File: src/rtl/nn_fixed_pkg.sv
// Shared fixed-point types and helpers for the layer datapath.
// Qi.f signed format, saturating add, ReLU and streamer FSM states.
package nn_fixed_pkg;

  localparam int FIX_W    = 16;
  localparam int FIX_FRAC = 8;

  typedef logic signed [FIX_W-1:0] fix_t;

  localparam fix_t FIX_MAX = {1'b0, {(FIX_W-1){1'b1}}};
  localparam fix_t FIX_MIN = {1'b1, {(FIX_W-1){1'b0}}};

  typedef enum logic [1:0] {
    IDLE,
    PREP,
    STREAM
  } stream_state_t;

  function automatic fix_t sat_add(fix_t a, fix_t b);
    logic signed [FIX_W:0] s;
    s = {a[FIX_W-1], a} + {b[FIX_W-1], b};
    // top two bits disagree -> result left the representable range
    if (s[FIX_W] != s[FIX_W-1])
      return s[FIX_W] ? FIX_MIN : FIX_MAX;
    return fix_t'(s[FIX_W-1:0]);
  endfunction

  function automatic fix_t relu(fix_t x);
    return x[FIX_W-1] ? '0 : x;
  endfunction

endpackage

File: src/rtl/fix_bias_relu.sv
// Combinational a + bias with saturation and optional ReLU.
// Ports: a, b (DATA_W signed operands) -> y (DATA_W result).
module fix_bias_relu
  import nn_fixed_pkg::*;
#(
  parameter int DATA_W  = FIX_W,
  parameter bit RELU_EN = 1'b1
) (
  input  logic [DATA_W-1:0] a,
  input  logic [DATA_W-1:0] b,
  output logic [DATA_W-1:0] y
);

  localparam logic [DATA_W-1:0] VMAX =
    {1'b0, {(DATA_W-1){1'b1}}};
  localparam logic [DATA_W-1:0] VMIN =
    {1'b1, {(DATA_W-1){1'b0}}};

  logic [DATA_W:0]   sum;
  logic [DATA_W-1:0] sat;

  always_comb begin
    sum = {a[DATA_W-1], a} + {b[DATA_W-1], b};
    sat = sum[DATA_W-1:0];
    // overflow when the extra sign bit disagrees
    if (sum[DATA_W] != sum[DATA_W-1])
      sat = sum[DATA_W] ? VMIN : VMAX;
    y = sat;
    if (RELU_EN && sat[DATA_W-1])
      y = '0;
  end

endmodule

File: src/rtl/bias_relu_streamer.sv
// Captures an M x N product matrix plus column bias and streams
// relu(sat(a+bias)) row-major, one beat per cycle, over valid/ready.
// Ports: clk, reset, in_valid/in_ready/in_matrix/bias (capture side),
// out_valid/out_ready/out_data/out_index/out_last (stream side), busy.
module bias_relu_streamer
  import nn_fixed_pkg::*;
#(
  parameter int M       = 2,
  parameter int N       = 2,
  parameter int DATA_W  = FIX_W,
  parameter int FRAC_W  = FIX_FRAC,
  parameter bit RELU_EN = 1'b1
) (
  input  logic                  clk,
  input  logic                  reset,
  input  logic                  in_valid,
  output logic                  in_ready,
  input  logic [M*N*DATA_W-1:0] in_matrix,
  input  logic [N*DATA_W-1:0]   bias,
  output logic                  out_valid,
  input  logic                  out_ready,
  output logic [DATA_W-1:0]     out_data,
  output logic [((M*N>1)?$clog2(M*N):1)-1:0] out_index,
  output logic                  out_last,
  output logic                  busy
);

  localparam int E  = M * N;
  localparam int IW = (E > 1) ? $clog2(E) : 1;
  localparam int CW = (N > 1) ? $clog2(N) : 1;

  if (FRAC_W >= DATA_W) begin : g_bad_fmt
    $error("FRAC_W must be smaller than DATA_W");
  end

  stream_state_t state_q, state_d;

  logic [E*DATA_W-1:0] mat_q;
  logic [N*DATA_W-1:0] bias_q;
  logic [CW-1:0]       col_q;

  logic [IW-1:0]     sel;
  logic [CW-1:0]     csel;
  logic [DATA_W-1:0] elem;
  logic [DATA_W-1:0] bcol;
  logic [DATA_W-1:0] res;
  logic              hs;

  assign in_ready = (state_q == IDLE);
  assign busy     = (state_q != IDLE);
  assign hs       = out_valid && out_ready;

  // PREP loads element 0; STREAM preloads the element after the
  // current beat so the next value is ready at the handshake edge
  always_comb begin
    sel  = '0;
    csel = '0;
    if (state_q == STREAM) begin
      sel  = out_index + IW'(1);
      csel = (col_q == CW'(N-1)) ? '0 : col_q + CW'(1);
    end
  end

  assign elem = mat_q[int'(sel)*DATA_W +: DATA_W];
  assign bcol = bias_q[int'(csel)*DATA_W +: DATA_W];

  fix_bias_relu #(
    .DATA_W  (DATA_W),
    .RELU_EN (RELU_EN)
  ) u_fbr (
    .a (elem),
    .b (bcol),
    .y (res)
  );

  always_comb begin
    state_d = state_q;
    unique case (state_q)
      IDLE:    if (in_valid) state_d = PREP;
      PREP:    state_d = STREAM;
      STREAM:  if (hs && out_last) state_d = IDLE;
      default: state_d = IDLE;
    endcase
  end

  always_ff @(posedge clk) begin
    if (reset) state_q <= IDLE;
    else       state_q <= state_d;
  end

  always_ff @(posedge clk) begin
    if (reset) begin
      mat_q     <= '0;
      bias_q    <= '0;
      col_q     <= '0;
      out_valid <= 1'b0;
      out_data  <= '0;
      out_index <= '0;
      out_last  <= 1'b0;
    end else begin
      unique case (state_q)
        IDLE: begin
          if (in_valid) begin
            mat_q  <= in_matrix;
            bias_q <= bias;
          end
        end
        PREP: begin
          out_valid <= 1'b1;
          out_data  <= res;
          out_index <= '0;
          out_last  <= (E == 1);
          col_q     <= '0;
        end
        STREAM: begin
          if (hs && out_last) begin
            out_valid <= 1'b0;
            out_last  <= 1'b0;
          end else if (hs) begin
            out_data  <= res;
            out_index <= sel;
            out_last  <= (sel == IW'(E-1));
            col_q     <= csel;
          end
        end
        default: out_valid <= 1'b0;
      endcase
    end
  end

endmodule

File: config.mk
export PLATFORM = sky130hd
export DESIGN_NAME = bias_relu_streamer
export DESIGN_NICKNAME = d
export VERILOG_FILES = /design/src/rtl/nn_fixed_pkg.sv /design/src/rtl/fix_bias_relu.sv /design/src/rtl/bias_relu_streamer.sv
export SDC_FILE = /design/constraint.sdc
export NUM_CORES = 1
export LEC_CHECK = 0
export ABC_AREA = 1
export CORE_MARGIN = 8
export CORE_UTILIZATION = 35
export CTS_CLUSTER_DIAMETER = 150
export CTS_CLUSTER_SIZE = 14
export DETAILED_ROUTE_END_ITERATION = 12
export GPL_TIMING_DRIVEN = 0
export SYNTH_ARGS = -nofsm -noshare
export SYNTH_HDL_FRONTEND = slang
export SYNTH_SLANG_ARGS = --single-unit
File: constraint.sdc
create_clock -name clk -period 4.2 [get_ports clk]
set_clock_uncertainty 0.05 [all_clocks]
set_input_delay 0.84 -clock clk [delete_from_list [all_inputs] [get_ports clk]]
set_output_delay 0.84 -clock clk [all_outputs]
set_load 0.02 [all_outputs]
-- Word-level counts from Yosys, hierarchy flattened
Index checks and enable logic that the tools add are counted.
- bits in registers: 119
- add/subtract/negate cells: 3
- equal/unequal tests: 9
- shift operators: 2
- mux-type cells: 23
- bitwise logic cells: 1
- reduce and logical (&&, ||, !) cells: 10
- operators by type and width (operator ; number):
    $mux 16 ; 4
    $shiftx 64x7->16 ; 1
    $pmux 16 s2 ; 1
    $shiftx 32x6->16 ; 1
    $add 16x16->17 ; 1
    $mux 15 ; 1
    $mux 2 ; 5
    $reduce_and 2->1 ; 4
    $mux 1 ; 7
    $ne 2x2->1 const B ; 3
    $pmux 2 s3 ; 1
    $eq 2x2->1 const B ; 2
    $pmux 1 s2 ; 2
    $pmux 2 s2 ; 1
    $reduce_bool 2->1 ; 2
    $ne 3x2->1 const B ; 1
    $pmux 1 s3 ; 1
    $reduce_and 3->1 ; 1
    $add 2x1->2 const B ; 1
    $eq 2x1->1 const B ; 1
    $logic_and 1x1->1 ; 2
    $logic_not 2->1 ; 1
    $ne 2x1->1 const B ; 1
    $add 1x1->1 const B ; 1
    2 further kinds ; 2

-- Longest topological paths before layout
- depth in word-level cells: 11
- mapped depth: 22
- gate-level depth less buffers: 22

-- Hierarchy
A second synthesis with hierarchy kept.
- cell total of the unflattened synthesis: 1034
- area, all modules: 6572.6 um^2
- modules (own cells, without submodules) (module ; times used ; cells an instance ; area each (um^2) ; seq. area each (um^2)):
    bias_relu_streamer ; 1 ; 790 ; 5262.5 ; 2382.3
    fix_bias_relu ; 1 ; 244 ; 1310.0 ; 0.0

-- Worst setup path after synthesis
Ideal clock, no wire load.
- kind: register -> register
- start: register state_q[0]
- end: register out_data[10]
- setup time: 0.142 ns
- data arrival time: 2.859 ns
- data required time: 4.008 ns
- slack: 1.149 ns
- cell stages (with the launch flop): 22
- path buffers: 2
- clock period less this slack: 3.051 ns
- cell sequence: dfxtp_1 -> inv_1 -> ha_1 -> inv_2 -> nor2_1 -> buf_2 -> nand2_1 -> nand2_1 -> nor2_1 -> a31oi_1 -> ha_1 -> fa_1 -> nand2_1 -> nand2_2 -> nand3_2 -> nand2_2 -> nand2_2 -> a21oi_2 -> nor2_8 -> buf_12 -> nand2_2 -> a21oi_2
- cells in the longest elaborated chain, start to end: 10
- elaborated cells on any way between the ends: 18
- those cells by class: 1 x add/sub; 5 x eq/ne; 2 x shift; 8 x mux; 2 x reduce/logical
- ends and longest elaborated chain (what ; line ; source):
    start: declaration ; bias_relu_streamer.sv:36 ; stream_state_t state_q, state_d;
    start signal: assignment ; bias_relu_streamer.sv:88 ; else state_q <= state_d;
    $eq 2x2->1 ; bias_relu_streamer.sv:58, bias_relu_streamer.sv:101 ;
    $mux 2 / $mux 1 (equally long branches) ; bias_relu_streamer.sv:58 ; if (state_q == STREAM) begin
    $shiftx 64x7->16 / $shiftx 32x6->16 (equally long branches) ; bias_relu_streamer.sv:64, bias_relu_streamer.sv:65 ;
    $add 16x16->17 ; fix_bias_relu.sv:23 ; sum = {a[DATA_W-1], a} + {b[DATA_W-1], b};
    $mux 16 / $ne 1x1->1 (equally long branches) ; fix_bias_relu.sv:27, fix_bias_relu.sv:26 ;
    $mux 16 ; fix_bias_relu.sv:26 ; if (sum[DATA_W] != sum[DATA_W-1])
    $mux 15 ; fix_bias_relu.sv:29 ; if (RELU_EN && sat[DATA_W-1])
    $mux 16 ; bias_relu_streamer.sv:119 ; end else if (hs) begin
    $mux 16 ; bias_relu_streamer.sv:116 ; if (hs && out_last) begin
    $pmux 16 s2 ; bias_relu_streamer.sv:101 ; unique case (state_q)
    end signal: assignment ; bias_relu_streamer.sv:110 ; out_data <= res;
    end signal: assignment ; bias_relu_streamer.sv:120 ; out_data <= res;
    end: declaration ; bias_relu_streamer.sv:22 ; output logic [DATA_W-1:0] out_data,
Several ways; a longest one is shown, not always the timed one. The select of a mux whose other input is x is not followed.
A chain may end at the register's enable or synchronous reset.

-- Worst setup path in the final report
- start: register state_q[0]
- end: register out_data[12]
The elaborated chain is that of the path after synthesis.

==> results.cfg <==
[synth]
synth_top_family_by_area = simple AND/OR/NAND/NOR gates
yosysMostFrequentCell = nand2_1
synthCells = 894
synth_cell_types = 37
synth_xor_area_share_pct = 1.01
synth-edff-count = 0
yosys_most_used_dff = dfxtp_1
ys_top_cells_by_area = dfxtp_1 (39%), nand2_1 (24%), a21oi_1 (9.3%), ha_1 (3.9%), inv_1 (3.2%)
avgSynthCellArea_um2 = 6.77
netlist_area_mm2 = 0.00605
synth_top_area_share_pct = 39.0
syn_nets = 1014
synth-seq-cells = 118
synth-simple-area-share_pct = 31.8
yosysTopAreaCell = dfxtp_1
yosys-top-cells-count = nand2_1 (394), dfxtp_1 (118), a21oi_1 (113), inv_1 (52), clkbuf_1 (33)
yosysWarnings = 0
synth_mux_area_share_pct = 2.15
synthArstFlopShare_pct = 0
synth_compound_area_share_pct = 14.6
yosysSeqAreaShare_pct = 39.0
synth_adder_area_share_pct = 4.26

[timing]
rsz0062_at_grt = false
slew_violations = 0
finalSetupViolations = 0
final-hold-violation-count = 0
finalCritPeriodShare_pct = 89.0
fmax_mhz = 267
tns_ns = 0
max-slew-margin-rel_pct = 45.3
worstMarginPinSlew_ns = 0.821
fin_crit_ns = 3.74
holdWs_ns = 0.411

[place]
hpwl_mm = 14.4
portBuffers = 119
place_area_mm2 = 0.00753
gp_congestion = 0.847

[setup_path]
cp_slowest_cell = ha_1
critPathCaptureType = register
worstPathRequired_ns = 4.42
max_stage_delay_ns = 0.43
worst_path_most_repeated_cell = nand2_1
cp_num_buf_inv = 6
cp-start-kind = register
cp_cell_sequence = inv_1 > ha_1 > inv_2 > nor3_2 > inv_2 > clkbuf_1 > o211ai_1 > o21ai_0 > ha_1 > nand2_1 > inv_1 > nand2_1 > nand2_1 > a21oi_1 > nand3_1 > nand2_2 > buf_6 > nand2_1 > nand2_2 > a21oi_2
path_max_fanout = 10
path_delay_family = simple AND/OR/NAND/NOR gates
critical_path_class = reg -> reg
crit_arrival_ns = 3.96

[cells_and_area]
finalNetCount = 1152
fin_area_mm2 = 0.00809
syn2layout_area_growth_pct = 33.7
drive_above_1_share_pct = 8.72
n_antenna_cell = 0

[die]
fp.dieW_um = 148
io_pins = 122
start_util_pct = 35.4
core_area_mm2 = 0.0171
die_y_um = 148
dieArea_mm2 = 0.0218
rows = 48

[run]
maxCapViolCount = 0

[pwr]
total_power_w = 0.00442
p_per_area_mw_per_mm2 = 546
seqPwrFrac_pct = 31.0
p_int_w = 0.00282
vdd_drop_max_mv = 0.345
switchingPower_w = 0.00160
sw_frac_of_total_pct = 36.2
p_leak_nw = 3.39
clkPwrFrac_pct = 31.3
p_comb_share_pct = 37.6

[cts]
htree_levels = 4
hold_buffers = 0
cts_root_buffer = clkbuf_16
cts_tree = built
clk-insertion-delay-late_ns = 0.41
clkTransAtPathRegs_ns = 0.05
cts_setup_buffers = 0
cts_made_buffers = 17
cts.sinks = 118
clockBufferDepth = 2

[global_route]
use_met2_pct = 26.1
grt_use_met3_pct = 3.79
grt_pass1_wl_mm = 29.1
overflow = 0
grt.met1_usage_pct = 22.7
antenna_found_initial = 0
grtUsageTotal_pct = 16.9
grt_start_max_net_pins = 17
grt_pass1_vias = 5739
top_usage_layer = met2

[run_status]
status = completed

[drt]
drt_iter0_drc = 296
drt-wirelength-per-cell_um = 14.4
drtPass1Iterations = 5
wl_mm = 18.2
ant_nets = 0
drc = 0
vias = 5888
routed_via_density = 4.64

[min_path]
hold_path.class = reg -> reg
-- logic make-up after synthesis --
family                   after synthesis
AO/OA/AOI/OAI                        159
XOR/XNOR                               7
AND/OR/NAND/NOR                      470
other                                  1
buffers and inverters                106
adder cells (fa/ha/maj)               20
flip-flops                           118
multiplexers                          13
-- sequential cells by signal, indices dropped and copies added (netlist names) --
name	count
out_data	15
out_last	1
col_q	1
bias_q	32
out_index	2
mat_q	64
state_q	2
out_valid	1
-- worst reg2reg max path: stages, from the launching register on --
cell and delay (ns):
dfxtp_1 0.31, inv_1 0.09, ha_1 0.19, inv_2 0.08, nor3_2 0.42, inv_2 0.20, clkbuf_1 0.29, o211ai_1 0.17
o21ai_0 0.20, ha_1 0.43, nand2_1 0.14, inv_1 0.05, nand2_1 0.06, nand2_1 0.07, a21oi_1 0.24, nand3_1 0.13
nand2_2 0.15, buf_6 0.15, nand2_1 0.07, nand2_2 0.07, a21oi_2 0.04
-- placed cells by master, fill, tap and decap left out, types with 2 or more instances in the layout --
master / count
buf_1: 5
o21ai_1: 9
xnor2_1: 6
and2_1: 3
nand3_2: 2
clkdlybuf4s50_1: 119
clkbuf_16: 17
inv_1: 52
a21oi_1: 113
bufinv_16: 2
a31oi_1: 4
nand3_1: 14
nand2_1: 394
nor3_2: 2
clkinv_2: 4
o21ai_0: 5
buf_2: 4
nand2_2: 16
a211oi_1: 3
mux2i_1: 13
or2_2: 13
clkbuf_8: 2
inv_2: 8
a21oi_2: 11
nand4_1: 3
nor2_1: 18
o211ai_1: 13
nor2_2: 2
ha_1: 19
dfxtp_1: 118
clkinvlp_4: 2
clkbuf_1: 35
-- metrics by stage --
stage               std cells  utilization [%]  setup WS, ns
finish                   1268             47.3         0.461
global route             1268             47.3        0.0273
CTS                      1268             47.3         0.354
detailed placement       1238             44.0         0.392
global placement         1238             44.0         0.344
floorplan                 894                -          1.15
-- repair_timing --
| action | CTS | global route |
|---|---|---|
| resized for setup | 0 | 1 |
| endpoints found under the hold margin | 0 | 0 |
| setup endpoints to repair | 0 | 7 |
-- power by group through the flow --
stage | registers [W] | clock network, W | logic, W
detailed placement | 0.00139 | 0 | 0.00167
CTS | 0.00137 | 0.00141 | 0.00168
global route | 0.00139 | 0.00146 | 0.00185
floorplan | 0.00142 | 0 | 0.00110
finish | 0.00137 | 0.00139 | 0.00166
global placement | 0.00139 | 0 | 0.00166
-- final timing paths --
kind         slack [ns]  depth (start not counted)                        end                    start
min                0.41                          2     mat_q[14]$_SDFFE_PP0P_   mat_q[14]$_SDFFE_PP0P_
min reg2reg        0.41                          2     mat_q[14]$_SDFFE_PP0P_   mat_q[14]$_SDFFE_PP0P_
max reg2reg        0.46                         20  out_data[12]$_SDFFE_PP0P_  state_q[0]$_SDFFE_PP0P_
max                0.46                         20  out_data[12]$_SDFFE_PP0P_  state_q[0]$_SDFFE_PP0P_
-- area by class of cell --
class / count / area [um^2]
inverter: 61 / 229
fill: 1804 / 9020
clock buffer: 21 / 460
tap: 225 / 282
buffer: 45 / 201
sequential: 118 / 2360
clock inverter: 9 / 104
timing repair buffer: 119 / 1190
multi-input combinational: 670 / 3260
-- routing by layer --
| layer | routed length, um | vias to the layer above |
|---|---|---|
| met1 | 9150 | 2621 |
| li1 | - | 3119 |
| met4 | 289 | 0 |
| met5 | 0 | - |
| met3 | 789 | 18 |
| met2 | 8020 | 130 |
Note: power is estimated with default switching activity, not from simulation.
